## src/rtl/arith_pkg.sv

```systemverilog
// Shared arithmetic-datapath definitions. The sequential multiplier and divider FSMs
// use the same state encoding.
package arith_pkg;

    typedef enum logic [1:0] {
        ST_IDLE = 2'b00,
        ST_RUN  = 2'b01,
        ST_DONE = 2'b10
    } arith_state_e;

endpackage

```

## src/rtl/seq_mul_add_shift.sv

```systemverilog
// One shift-and-add step: conditionally add M into A on Q[0], then shift {C,A,Q} right by one.
// Purely combinational so a multiply-accumulate block can reuse it.
module seq_mul_add_shift #(
    parameter int G_WIDTH = 12
) (
    input  logic [G_WIDTH-1:0] a,
    input  logic [G_WIDTH-1:0] q,
    input  logic [G_WIDTH-1:0] m,
    output logic [G_WIDTH-1:0] a_next,
    output logic [G_WIDTH-1:0] q_next
);

    logic [G_WIDTH:0] sum;

    always_comb begin
        sum    = {1'b0, a} + (q[0] ? {1'b0, m} : '0);
        // Carry lands in A's MSB and A's LSB moves into Q's MSB.
        a_next = sum[G_WIDTH:1];
        q_next = {sum[0], q[G_WIDTH-1:1]};
    end

endmodule

```

## src/rtl/seq_multiplier.sv

```systemverilog
// Sequential unsigned shift-and-add multiplier, one multiplier bit per clock, LSB first.
// start/busy/done handshake; the full 2*G_WIDTH-bit product is held until the next accepted start.
module seq_multiplier
    import arith_pkg::*;
#(
    parameter int G_WIDTH = 12
) (
    input  logic                   i_Clk,
    input  logic                   i_Rst_n,
    input  logic                   i_Start,
    input  logic [G_WIDTH-1:0]     i_Multiplicand,
    input  logic [G_WIDTH-1:0]     i_Multiplier,
    output logic [2*G_WIDTH-1:0]   o_Product,
    output logic                   o_Busy,
    output logic                   o_Done
);

    localparam int CNT_W = $clog2(G_WIDTH);
    localparam logic [CNT_W-1:0] CNT_LAST = CNT_W'(G_WIDTH - 1);

    arith_state_e          state_q, state_d;
    logic [CNT_W-1:0]      cnt_q, cnt_d;
    logic [G_WIDTH-1:0]    m_q, m_d;
    logic [G_WIDTH-1:0]    a_q, a_d;
    logic [G_WIDTH-1:0]    q_q, q_d;
    logic [2*G_WIDTH-1:0]  prod_q, prod_d;
    logic                  busy_q, busy_d;
    logic                  done_q, done_d;
    logic [G_WIDTH-1:0]    a_nx, q_nx;

    seq_mul_add_shift #(.G_WIDTH(G_WIDTH)) u_step (
        .a      (a_q),
        .q      (q_q),
        .m      (m_q),
        .a_next (a_nx),
        .q_next (q_nx)
    );

    always_comb begin
        state_d = state_q;
        cnt_d   = cnt_q;
        m_d     = m_q;
        a_d     = a_q;
        q_d     = q_q;
        prod_d  = prod_q;
        busy_d  = busy_q;
        done_d  = 1'b0;
        case (state_q)
            // DONE accepts a start just like IDLE, which allows back-to-back operations.
            ST_IDLE, ST_DONE: begin
                busy_d  = 1'b0;
                state_d = ST_IDLE;
                if (i_Start) begin
                    m_d     = i_Multiplicand;
                    q_d     = i_Multiplier;
                    a_d     = '0;
                    cnt_d   = '0;
                    busy_d  = 1'b1;
                    state_d = ST_RUN;
                end
            end
            ST_RUN: begin
                a_d   = a_nx;
                q_d   = q_nx;
                cnt_d = cnt_q + CNT_W'(1);
                if (cnt_q == CNT_LAST) begin
                    cnt_d   = '0;
                    prod_d  = {a_nx, q_nx};
                    busy_d  = 1'b0;
                    done_d  = 1'b1;
                    state_d = ST_DONE;
                end
            end
            default: begin
                busy_d  = 1'b0;
                state_d = ST_IDLE;
            end
        endcase
    end

    always_ff @(posedge i_Clk or negedge i_Rst_n) begin
        if (!i_Rst_n) begin
            state_q <= ST_IDLE;
            cnt_q   <= '0;
            m_q     <= '0;
            a_q     <= '0;
            q_q     <= '0;
            prod_q  <= '0;
            busy_q  <= 1'b0;
            done_q  <= 1'b0;
        end else begin
            state_q <= state_d;
            cnt_q   <= cnt_d;
            m_q     <= m_d;
            a_q     <= a_d;
            q_q     <= q_d;
            prod_q  <= prod_d;
            busy_q  <= busy_d;
            done_q  <= done_d;
        end
    end

    assign o_Product = prod_q;
    assign o_Busy    = busy_q;
    assign o_Done    = done_q;

endmodule

```

## config.mk

```make
export PLATFORM = sky130hd
export DESIGN_NAME = seq_multiplier
export DESIGN_NICKNAME = d
export VERILOG_FILES = /design/src/rtl/arith_pkg.sv /design/src/rtl/seq_mul_add_shift.sv /design/src/rtl/seq_multiplier.sv
export SDC_FILE = /design/constraint.sdc
export NUM_CORES = 1
export LEC_CHECK = 0
export CAP_MARGIN = 10
export CORE_MARGIN = 2
export CORE_UTILIZATION = 57
export DETAILED_ROUTE_END_ITERATION = 10
export PLACE_DENSITY = 0.85
export RECOVER_POWER = 100
export SETUP_SLACK_MARGIN = 0.3
export SYNTH_ARGS = -nofsm -noshare
export SYNTH_HDL_FRONTEND = slang
export SYNTH_SLANG_ARGS = --single-unit
```

## constraint.sdc

```tcl
create_clock -name i_Clk -period 6.8 [get_ports i_Clk]
set_input_delay 2.04 -clock i_Clk [delete_from_list [all_inputs] [get_ports i_Clk]]
set_output_delay 2.04 -clock i_Clk [all_outputs]
set_load 0.02 [all_outputs]
```

Word level (Yosys, flattened, before mapping). Index checks and enable logic that the tools add are counted.

Reductions and logical operators: 6. Div/mod/pow operators: 0. Bitwise gates (word level): 0. $lt $le $gt $ge: 0. Muxes and demuxes: 16. Multiply operators: 0. Add/subtract/negate cells: 2. Equality and inequality tests: 5. Shifts and indexed selects: 0.

Operators by type and width (number): $pmux 12 s2 (2); $mux 12 (3); $add 12x13->13 (1); $mux 4 (2); $pmux 4 s2 (1); $reduce_and 2->1 (3); $mux 1 (5); $add 4x1->4 const B (1); $eq 4x4->1 const B (1); $ne 2x2->1 const B (2); $pmux 2 s2 (1); $eq 2x1->1 const B (1); $eq 2x2->1 const B (1); $logic_not 2->1 (1); $mux 2 (1); $pmux 1 s2 (1); $reduce_bool 2->1 (1); $reduce_or 2->1 (1).

Word-level logic and storage cells: 37. Output and inout bits: 26. Register bits after elaboration: 68. Memories: 0. Memory bits (read-only): 0. Bits in latches: 0. Bits in writable memories: 0.

Logic depth before layout (Yosys ltp). Gate-level depths: netlist of run 1.

Depth in word-level cells: 4. Mapped depth: 9. Depth with buffers taken out: 8.

Modules after synthesis. Synthesis of run 1 repeated with hierarchy kept, for this count alone.

Cells, all modules: 330. Area total of the unflattened synthesis: 3499.6 µm².

By module, submodules not included: seq_multiplier (cells an instance 224, instances 1, area each 2710.1 µm²); seq_mul_add_shift (cells an instance 106, instances 1, area each 789.5 µm²).

Worst setup path before layout of run 1. OpenSTA, ideal clock, no wires.

Path type: in2reg. From: input i_Start. To: register q_q[0]. Library setup time: 0.082 ns. Setup slack: 3.847 ns. Cell stages on the path: 5. Arrival time: 2.871 ns. Required time: 6.718 ns. Path through: nor2b_1 clkbuf_1 clkbuf_1 nand2_1 a31oi_1.

Longest elaborated chain between the ends: 2.

Ends and longest elaborated chain: start, declared (RTL line seq_multiplier.sv:10) `input logic i_Start,`; $ne 2x2->1 (no line); $reduce_and 2->1 (no line); end signal, assigned (RTL line seq_multiplier.sv:96) `q_q <= q_d;`; end, declared (RTL line seq_multiplier.sv:25) `logic [G_WIDTH-1:0] q_q, q_d;`.

No other way between the ends. A chain may end at the register's enable or synchronous reset.

Worst setup path after layout of run 1.
From: input i_Start. To: register cnt_q[2].

Longest elaborated chain between the ends: 2.

Ends and longest elaborated chain: $ne 2x2->1 (no line); $reduce_and 2->1 (no line); end signal, assigned (RTL line seq_multiplier.sv:93) `cnt_q <= cnt_d;`; end, declared (RTL line seq_multiplier.sv:22) `logic [CNT_W-1:0] cnt_q, cnt_d;`.

No other way between the ends.

==> results of run 1 <==
==> area by class of cell <==
class                           instances  area (um^2)
Fill cell                             405         1510
Sequential cell                        67         1680
Inverter                                3         11.3
Clock inverter                          5         83.8
Multi-Input combinational cell        250         1420
Tap cell                               72         90.1
Timing Repair Buffer                   54          531
Clock buffer                           11          151
==> layer usage <==
metal | vias to the layer above | GRT usage [%]
li1 | 1226 | -
met1 | 1232 | 32.3
met2 | 47 | 40.9
met3 | 12 | 4.43
met4 | 0 | 11.4
met5 | - | 0
==> path summary, 6_finish.rpt <==
kind / from / end / slack, ns
setup / recovery: i_Start / cnt_q[2] / 2.10
hold / removal: m_q[1] / m_q[1] / 0.47
setup reg to reg: state_q[0] / o_Product[21] / 2.96
hold reg to reg: m_q[1] / m_q[1] / 0.47
max in group asynchronous: i_Rst_n / q_q[11] / 4.40
min in group asynchronous: i_Rst_n / m_q[4] / 1.86
==> worst register-to-register path, cell delays in order (launching register included) <==
cell and delay (ns):
dfrtp_1 0.43, nand2b_1 0.74, or2_0 1.18, inv_1 0.84, mux2_1 0.53
==> sequential cells by signal, summed over array words and instances, names as in the netlist <==
signal	cells
cnt_q	4
a_q	12
o_Done	1
o_Product	24
state_q	2
m_q	12
q_q	12
==> logic make-up after synthesis <==
kind of cell             synth area share (%)
AO/OA/AOI/OAI                            13.0
XOR/XNOR                                 2.19
adder cells (fa/ha/maj)                  5.72
buffers and inverters                    2.90
flip-flops                               52.5
multiplexers                             1.65
AND/OR/NAND/NOR                          22.1
==> cell usage after synthesis, types with 2 or more instances <==
master and instances:
nor2b_1 3, a21oi_1 9, nand3b_1 2, clkbuf_1 13, mux2_4 2, xnor2_1 5
a31oi_1 15, nor2_1 16, mux2_2 2, inv_1 2, a32o_2 2, o31ai_1 2
a22o_1 8, a31o_2 3, or3_1 2, a21o_1 3, nand2_1 119, ha_1 13
buf_6 2, buf_2 2, dfrtp_1 67, o21ai_0 8, xor2_1 3, nand3_1 2
and2_1 14, nand2b_1 2
==> power by group through the flow <==
stage | Clock (mW) | Sequential [mW] | Combinational [mW]
after global routing | 0.408 | 0.745 | 1.17
after CTS | 0.392 | 0.723 | 1.08
after global placement | 0 | 0.722 | 1.03
final | 0.390 | 0.718 | 1.05
after floorplan | 0 | 0.790 | 0.686
after detailed placement | 0 | 0.723 | 1.08
==> per-stage QoR <==
step | util (%) | hold slack (ns) | cell area [um^2] | cells
4_1_cts | 72.6 | 0.473 | 3970 | 462
2_1_floorplan | - | 0.437 | 3190 | 337
5_1_grt | 72.3 | 0.488 | 3960 | 462
3_3_place_gp | 68.3 | 0.450 | 3740 | 446
6_report | 72.3 | 0.468 | 3960 | 462
3_5_place_dp | 68.3 | 0.455 | 3740 | 446
==> impl_results.md, run 1 <==
- Layout cell share with drive strength beyond 1: 7.95%
- Startpoint class of the critical path: input pin
- R2r worst-path depth: 4
- Slew Viols, Final: 26
- Most frequent cells in the layout: 119 x nand2_1, 67 x dfrtp_1, 27 x dlygate4sd3_1
- Final worst slack: 2.10 ns
- Worst slew margin: -14.0%
- Max cap viols: 1
- DP Worst Slack: 2.62 ns
- Setup violations, final: 0
- CP Max Fanout: 25
- Final TNS setup: 0 ns
- Post-synth top area cell: dfrtp_1
- Critical Path AT: 4.93 ns
- Mapped Nets: 378
- Fin crit share: 69.1%
- Critical path depth in cells: 5
- Die area: 6220 um^2
- Crit end category: flop
- Commonest non-fill, non-tap cell in the layout: nand2_1
- Clk_lat worst skew: 0.36 ns
- Pin count of the biggest net entering global routing: 68
- Yosys cell types: 42
- Hold WC Path Type: flop to flop
- CP Class: input pin to flop
- Fmax: 0.213 GHz
- Sequential fraction of the synthesis area: 52.5%
- Remaining Overflow, GRT: 0
- P per Cell Area: 544 nW/um^2
- CP peak stage delay: 1.30 ns
- Initial Util: 58.4%
- CTS Sinks: 67
- Antenna violations before repair: 0
- Final net count: 426
- Most frequent CP cell: o21ai_0
- DR top layer: met4
- Hold Path Cell Cnt: 2
- WL met2: 3450 um
- Endpoints failing hold: 0
- Met1 WL: 3050 um
- CTS tree: done
- Leak: 1.90 nW
- RSZ-0062 raised after global routing: false
- HPWL after DPL: 4450 um
- Crit-path cells: dlygate4sd3_1, nor2b_1, nor2_1, o21ai_0, o21ai_0
- CORE AREA: 5470 um^2
- Antenna violation net count after detailed routing: 0
- Failing checks: capacitance limit, slew limit
- Total GRT Usage: 24.9%
- VDD IR-drop max: 0.287 mV
- Gate power share: 48.6%
- Post-synth EDFFs: 0
- Sw Ratio: 39.9%
- Min Tclk post-route: 4.70 ns
- GP Congestion: 0.885
- Num CTS Buffers: 9
- Share of the synthesized area in the top cell type: 52.5%
- First-pass GRT wire length: 11,800 um
- Synth area leaders: dfrtp_1 52%, nand2_1 14%, ha_1 5.1%, a31oi_1 2.9%, and2_1 2.7%
- Clock Power Share: 18.1%
- Buffers plus inverters on the worst setup path: 1
- Wire length per cell: 14.8 um
- CP delay by family, top: simple AND/OR/NAND/NOR gates
- 1st-iter DRT viols: 165
- Worst slew pin tran: 1.71 ns
- I/O pins: 53
- Crit path required time: 7.03 ns
- Ys flop type: dfrtp_1
- Post-Syn Area: 3190 um^2
- Sw power: 0.860 mW
- Flops & latches, synth: 67
- Die H: 78.9 um
- DRC: 0
- Diode count: 0
- Setup Skew: 0.00721 ns
- DR WL met3: 185 um
- YS warnings: 0
- Number of global-route vias before repair: 2,530
- Vias per cell: 5.45
- Clock-pin slew on the worst setup and hold paths: 0.07 ns
- Avg Inst Size Synth: 9.48 um^2
- Pint: 1.29 mW
- Die W: 78.9 um
- Buffers on Ports: 52
- Async set-reset flop share out of synthesis: 100%
- Total wire length: 6840 um
- Post-cts sizing count: 0
- Status: finished with violations
- Vias post-DR: 2,517
- CTS max path bufs: 2
- CP max-delay cell: nor2b_1
- Post-CTS setup buffer count: 0
- Drt first pass iters: 4
- Hold buffer count at CTS: 0
- H-tree levels: 3
- Area grow syn2layout: 23.9%
- Clock root cell: clkbuf_8
- Total design power: 2.15 mW
- Row Count: 27
- Reg power frac: 33.3%
- Cells after Synth: 337
Power figures use the tool's default switching activity.
==> inputs of run 2 (changes only) <==
--- a/config.mk
+++ b/config.mk
@@ -7,9 +7,9 @@
 export LEC_CHECK = 0
 export CAP_MARGIN = 10
 export CORE_MARGIN = 2
-export CORE_UTILIZATION = 57
+export CORE_UTILIZATION = 48
 export DETAILED_ROUTE_END_ITERATION = 10
-export PLACE_DENSITY = 0.85
+export PLACE_DENSITY = 0.76
 export RECOVER_POWER = 100
 export SETUP_SLACK_MARGIN = 0.3
 export SYNTH_ARGS = -nofsm -noshare
==> constraint.sdc (replaced) <==
create_clock -name i_Clk -period 4.29 [get_ports i_Clk]
set_input_delay 1.287 -clock i_Clk [delete_from_list [all_inputs] [get_ports i_Clk]]
set_output_delay 1.287 -clock i_Clk [all_outputs]
set_load 0.02 [all_outputs]
==> run 2 against run 1 <==
The run still ends with capacitance limit, slew limit left. First-iteration DRC count decreased by 9.7%. Design area decreased by 0.38%. Utilization decreased by 11 points.
==> impl_results.md, run 2 (synthesis results as in run 1) <==
- Most frequent cells in the layout: 119 x nand2_1, 67 x dfrtp_1, 27 x dlygate4sd3_1
- Setup Skew: 0.0151 ns (+0.00785 ns)
- First-pass GRT wire length: 11,900 um (+0.58%)
- Die W: 85.6 um (+8.5%)
- CTS tree: done
- R2R Path Start: cnt_q[0]
- HP Start: m_q[9]
- Diode count: 0 (unchanged)
- Drt first pass iters: 4 (unchanged)
- Vias per cell: 5.43 (-0.40%)
- Setup violations, final: 0 (unchanged)
- Vias post-DR: 2,545 (+1.1%)
- CP Max Fanout: 24 (-4.0%)
- Num CTS Buffers: 9 (unchanged)
- Final TNS setup: 0 ns (unchanged)
- Hold WC Path Type: flop to flop
- Die area: 7320 um^2 (+18%)
- Remaining Overflow, GRT: 0 (unchanged)
- Post-CTS setup buffer count: 0 (unchanged)
- Gr busiest metal: met2
- Met2 Usage GRT: 33.7% (-7.3 points)
- Max cap viols: 2 (+1)
- Multi-input logic area: 1420 um^2 (unchanged)
- Hold Path Cell Cnt: 2 (unchanged)
- CTS Sinks: 67 (unchanged)
- VDD IR-drop max: 0.382 mV (+33%)
- Critical Path AT: 3.33 ns (-1.60 ns)
- Area grow syn2layout: 23.5%
- Placed Instances: 453 (+1.6%)
- Number of global-route vias before repair: 2,571 (+1.6%)
- Crit path required time: 4.51 ns (-2.52 ns)
- Fin crit share: 72.6%
- R2r worst-path depth: 5 (+1)
- Fmax: 0.321 GHz
- Register area: 1680 um^2 (unchanged)
- GP Congestion: 0.813 (-8.1%)
- Antenna violation net count after detailed routing: 0 (unchanged)
- Total design power: 3.33 mW (+54%)
- Status: finished with violations
- Flop2flop setup slack: 1.18 ns (-1.78 ns)
- Commonest non-fill, non-tap cell in the layout: nand2_1
- Leak: 1.89 nW (-0.33%)
- Endpoints failing hold: 0 (unchanged)
- Worst slew pin tran: 1.61 ns (-0.0938 ns)
- Antenna violations before repair: 0 (unchanged)
- Slew Viols, Final: 92 (+250%)
- Total GRT Usage: 20.9% (-3.9 points)
- Worst slew margin: -7.47% (+6.5 points)
- P per Cell Area: 843 nW/um^2 (+55%)
- Final net count: 428 (+0.47%)
- Post-cts sizing count: 0 (unchanged)
- H-tree levels: 3 (unchanged)
- WHS: 0.466 ns (-0.00181 ns)
- Fillers: 529 (+31%)
- Die H: 85.6 um (+8.5%)
- M1 GR Usage: 27.4% (-4.9 points)
- Startpoint class of the critical path: flop
- CORE AREA: 6390 um^2 (+17%)
- Buffers on Ports: 52 (unchanged)
- Min Tclk post-route: 3.11 ns
- Final Non-Filler Cells: 469 (+1.5%)
- Crit end category: flop
- RSZ-0062 raised after global routing: false
- Clock-pin slew on the worst setup and hold paths: 0.07 ns (about the same)
- CP Class: flop to flop
- Clock root cell: clkbuf_8
- Wire length per cell: 14.7 um (-0.64%)
- Failing checks: capacitance limit, slew limit
- Final core occ: 61.8% (-11 points)
- HPWL after DPL: 4610 um (+3.5%)
- Pin count of the biggest net entering global routing: 68 (unchanged)
- Met3 GRT Util: 4.04% (-0.39 points)
- CTS max path bufs: 2 (unchanged)
- Hold endpoint: m_q[9]
- Initial Util: 50.0% (-8.3 points)
- Row Count: 29 (+7.4%)
- Reg2reg end: o_Product[21]
- Hold buffer count at CTS: 0 (unchanged)
- Clk_lat worst skew: 0.35 ns (about the same)
- I/O pins: 53 (unchanged)
- Layout cell share with drive strength beyond 1: 8.67% (+0.72 points)
- 1st-iter DRT viols: 149 (-9.7%)
- Total wire length: 6900 um (+0.86%)
- DRC: 0 (unchanged)
- Max FFs per register: 24 (unchanged)
-- run 2: cell types whose count changed in the layout (fill, tap and decap cells not counted) --
cell,previous run,this run
buf_4,2,3
bufinv_16,2,1
clkbuf_2,0,1
clkbuf_8,11,10
clkinv_2,0,2
inv_1,3,2
inv_2,0,1
-- run 2: worst max path at each step --
stage / startpoint / to / slack, ns / cells after the start
global route: cnt_q[0] / o_Product[21] / 0.78 / 5
detailed placement: i_Start / cnt_q[2] / 1.29 / 6
finish: cnt_q[0] / o_Product[21] / 1.18 / 5
global placement: i_Start / cnt_q[2] / 1.33 / 6
floorplan: q_q[0] / o_Product[21] / 1.88 / 9
CTS: state_q[0] / o_Busy / 1.60 / 1
-- run 2: through the flow --
| step | worst slack, ns | cell area [um^2] |
|---|---|---|
| CTS | 1.60 | 3960 |
| global placement | 1.33 | 3760 |
| global route | 0.777 | 3940 |
| detailed placement | 1.29 | 3760 |
| finish | 1.18 | 3940 |
| floorplan | 1.88 | 3190 |
-- run 2: report_power, final --
part	switching [mW]	total, mW	internal (mW)	leakage (nW)
clock network	0.249	0.533	0.284	0.0987
logic	0.908	1.66	0.749	0.994
registers	0.190	1.14	0.946	0.797
total	1.35	3.33	1.98	1.89
-- run 2: final cells by class --
cell class	count	area share, %
inverter	3	0.286
tap	77	2.44
sequential	67	42.5
clock buffer	10	3.49
clock inverter	6	1.62
timing repair buffer	56	13.8
multi-input combinational	250	35.9
-- run 2: critical path, stage by stage, from the launching register on --
cell,delay (ns)
dfrtp_1,0.42
ha_1,0.26
nand3b_1,0.13
or2_0,1.14
inv_2,0.57
mux2_1,0.48
-- run 2: per-layer routing --
layer | wire length [um] | up-vias | share of wire [%]
met5 | 0 | - | 0
met4 | 138 | 0 | 2.0
met3 | 251 | 12 | 3.6
met2 | 3450 | 50 | 50
met1 | 3060 | 1250 | 44
li1 | - | 1233 | -
==> inputs of run 3 (changes only) <==
--- a/config.mk
+++ b/config.mk
@@ -7,9 +7,9 @@
 export LEC_CHECK = 0
 export CAP_MARGIN = 10
 export CORE_MARGIN = 2
-export CORE_UTILIZATION = 48
+export CORE_UTILIZATION = 53
 export DETAILED_ROUTE_END_ITERATION = 10
-export PLACE_DENSITY = 0.76
+export PLACE_DENSITY = 0.8
 export RECOVER_POWER = 100
 export SETUP_SLACK_MARGIN = 0.3
 export SYNTH_ARGS = -nofsm -noshare
==> constraint.sdc (replaced) <==
create_clock -name i_Clk -period 3.1 [get_ports i_Clk]
set_input_delay 0.93 -clock i_Clk [delete_from_list [all_inputs] [get_ports i_Clk]]
set_output_delay 0.93 -clock i_Clk [all_outputs]
set_load 0.02 [all_outputs]
==> run 3 against run 2 <==
The run still ends with capacitance limit, slew limit left. Register-to-register slack worse by 0.78 ns. Setup slack worse by 0.78 ns. First-iteration DRC count up 46%. Critical path depth up 3. Combinational power up 39%. Die area down 9.0%. Critical path type unchanged. Largest power group unchanged.
==> impl_results.md, run 3 (synthesis results as in run 1) <==
- Status: finished with violations
- Failing checks: capacitance limit, slew limit
- CTS tree: done
- DRC: 0 (unchanged)
- Final core occ: 67.5% (+5.7 points)
- RSZ-0062 raised after global routing: false
- Final net count: 430 (+0.47%)
- Most frequent cells in the layout: 119 x nand2_1, 67 x dfrtp_1, 27 x dlygate4sd3_1
- Critical Path AT: 2.93 ns (-0.40 ns)
- Crit path required time: 3.33 ns (-1.18 ns)
- Slew Viols, Final: 68 (-26%)
- Crit end category: flop
- GP Congestion: 0.891 (+9.6%)
- Post-route cell area: 3970 um^2 (+0.73%)
- H-tree levels: 3 (unchanged)
- Total wire length: 7070 um (+2.6%)
- Final worst slack: 0.398 ns (-0.778 ns)
- Leak: 1.90 nW (+0.70%)
- Wire length per cell: 15.1 um (+2.6%)
- Clock root cell: clkbuf_8
- Number of global-route vias before repair: 2,555 (-0.62%)
- CP Class: flop to flop
- CORE AREA: 5890 um^2 (-7.8%)
- Antenna violation net count after detailed routing: 0 (unchanged)
- Num CTS Buffers: 9 (unchanged)
- Fin crit share: 87.1% (+15 points)
- Min Tclk post-route: 2.70 ns (-0.412 ns)
- Die H: 81.6 um (-4.6%)
- CTS Sinks: 67 (unchanged)
- Commonest non-fill, non-tap cell in the layout: nand2_1
- First-pass GRT wire length: 11,800 um (-1.4%)
- 1st-iter DRT viols: 217 (+46%)
- Endpoints failing hold: 0 (unchanged)
- Total design power: 4.74 mW (+42%)
- R2r worst-path depth: 8 (+3)
- Die W: 81.6 um (-4.6%)
- Setup Skew: 0.00777 ns (-0.00730 ns)
- Hold WC Path Type: flop to flop
- Fmax: 0.370 GHz (+15%)
- Critical path origin: q_q[0]
- VDD IR-drop max: 0.703 mV (+84%)
- I/O pins: 53 (unchanged)
- Post-CTS setup buffer count: 0 (unchanged)
- Vias post-DR: 2,591 (+1.8%)
- Reg2reg end: o_Product[21]
- Worst slew pin tran: 1.62 ns (+0.00865 ns)
- Reg power frac: 33.4% (-0.8 points)
- Worst slew margin: -8.04% (-0.58 points)
- Gate power share: 48.8% (-1.0 points)
- Post-cts sizing count: 0 (unchanged)
- HPWL after DPL: 4620 um (+0.22%)
- Buffers on Ports: 52 (unchanged)
- Max FFs per register: 24 (unchanged)
- Initial Util: 54.3% (+4.3 points)
- Flop2flop setup slack: 0.40 ns (-0.78 ns)
- Final TNS setup: 0 ns (unchanged)
- Sw Ratio: 40.0% (-0.44 points)
- Row Count: 28 (-3.4%)
- R2R Path Start: q_q[0]
- Post-DP Area: 3780 um^2 (+0.67%)
- Die area: 6660 um^2 (-9.0%)
- Pint: 2.84 mW (+43%)
- Max cap viols: 1 (-1)
- CP Max Fanout: 13 (-46%)
- Clock-pin slew on the worst setup and hold paths: 0.08 ns (about the same)
- Startpoint class of the critical path: flop
- Hold buffer count at CTS: 0 (unchanged)
- Vias per cell: 5.52 (+1.8%)
- Total GRT Usage: 23.5% (+2.6 points)
- Layout cell share with drive strength beyond 1: 8.12% (-0.55 points)
- Drt first pass iters: 5 (+1)
- Clk_lat worst skew: 0.35 ns (about the same)
- CTS max path bufs: 2 (unchanged)
- Diode count: 0 (unchanged)
- Area grow syn2layout: 24.4%
- Pin count of the biggest net entering global routing: 68 (unchanged)
- Crit path to: o_Product[21]
- DP Worst Slack: 0.517 ns (-0.768 ns)
- Fillers: 458 (-13%)
- Antenna violations before repair: 0 (unchanged)
- Sw power: 1.90 mW (+41%)
- P per Cell Area: 1190 nW/um^2 (+41%)
- Setup violations, final: 0 (unchanged)
- Clock Power Share: 17.7% (+1.7 points)
- Remaining Overflow, GRT: 0 (unchanged)
[run 3: cell types whose count changed in the layout (fill, tap and decap cells not counted), sizes merged]
cell      previous run  this run
bufinv               1         2
clkbuf              11        14
clkinvlp             2         1
inv                  4         3
[run 3: worst min path at each step]
| stage | from | to | slack (ns) | cells after the start |
|---|---|---|---|---|
| global placement | m_q[0] | m_q[0] | 0.45 | 2 |
| detailed placement | m_q[5] | m_q[5] | 0.46 | 2 |
| finish | o_Product[4] | o_Product[4] | 0.47 | 2 |
| global route | m_q[3] | m_q[3] | 0.50 | 2 |
| CTS | m_q[5] | m_q[5] | 0.47 | 2 |
| floorplan | m_q[9] | m_q[9] | 0.44 | 2 |
[run 3: metrics by stage]
step                      cells  hold WS [ns]
after global routing        469         0.500
after floorplan             337         0.437
after CTS                   469         0.474
final                       469         0.470
after detailed placement    453         0.457
after global placement      453         0.455
[run 3: cell type report]
type                    count  area [um^2]  share of cell area (%)
clock buffers              11          151                    3.81
repair buffers             58          551                    13.9
inverters                   3         11.3                   0.283
multi-input cells         250         1400                    35.3
clock inverters             5         85.1                    2.14
well taps                  75         93.8                    2.36
flip-flops and latches     67         1680                    42.2
[run 3: critical path: stages, from the launching register on]
cell and delay [ns]:
dfrtp_1 0.52, and2_0 0.21, ha_1 0.21, fa_1 0.40, a21o_1 0.22, a221oi_2 0.37, o31ai_1 0.16, xor2_1 0.18
mux2_1 0.32
[run 3: power by group through the flow]
stage                     Clock (mW)  Sequential (mW)  Combinational (mW)
after detailed placement           0             1.60                2.40
after CTS                      0.851             1.59                2.42
after floorplan                    0             1.73                1.50
final                          0.841             1.58                2.31
after global placement             0             1.58                2.32
after global routing           0.888             1.64                2.60
[run 3: per-layer routing]
| layer | routed length, um | up-vias | global-route usage [%] | part of all wire [%] |
|---|---|---|---|---|
| li1 | - | 1237 | - | - |
| met1 | 3260 | 1263 | 32.0 | 46 |
| met2 | 3380 | 73 | 37.2 | 48 |
| met3 | 269 | 18 | 4.07 | 3.8 |
| met4 | 160 | 0 | 10.7 | 2.3 |
| met5 | 0 | - | 0 | 0 |
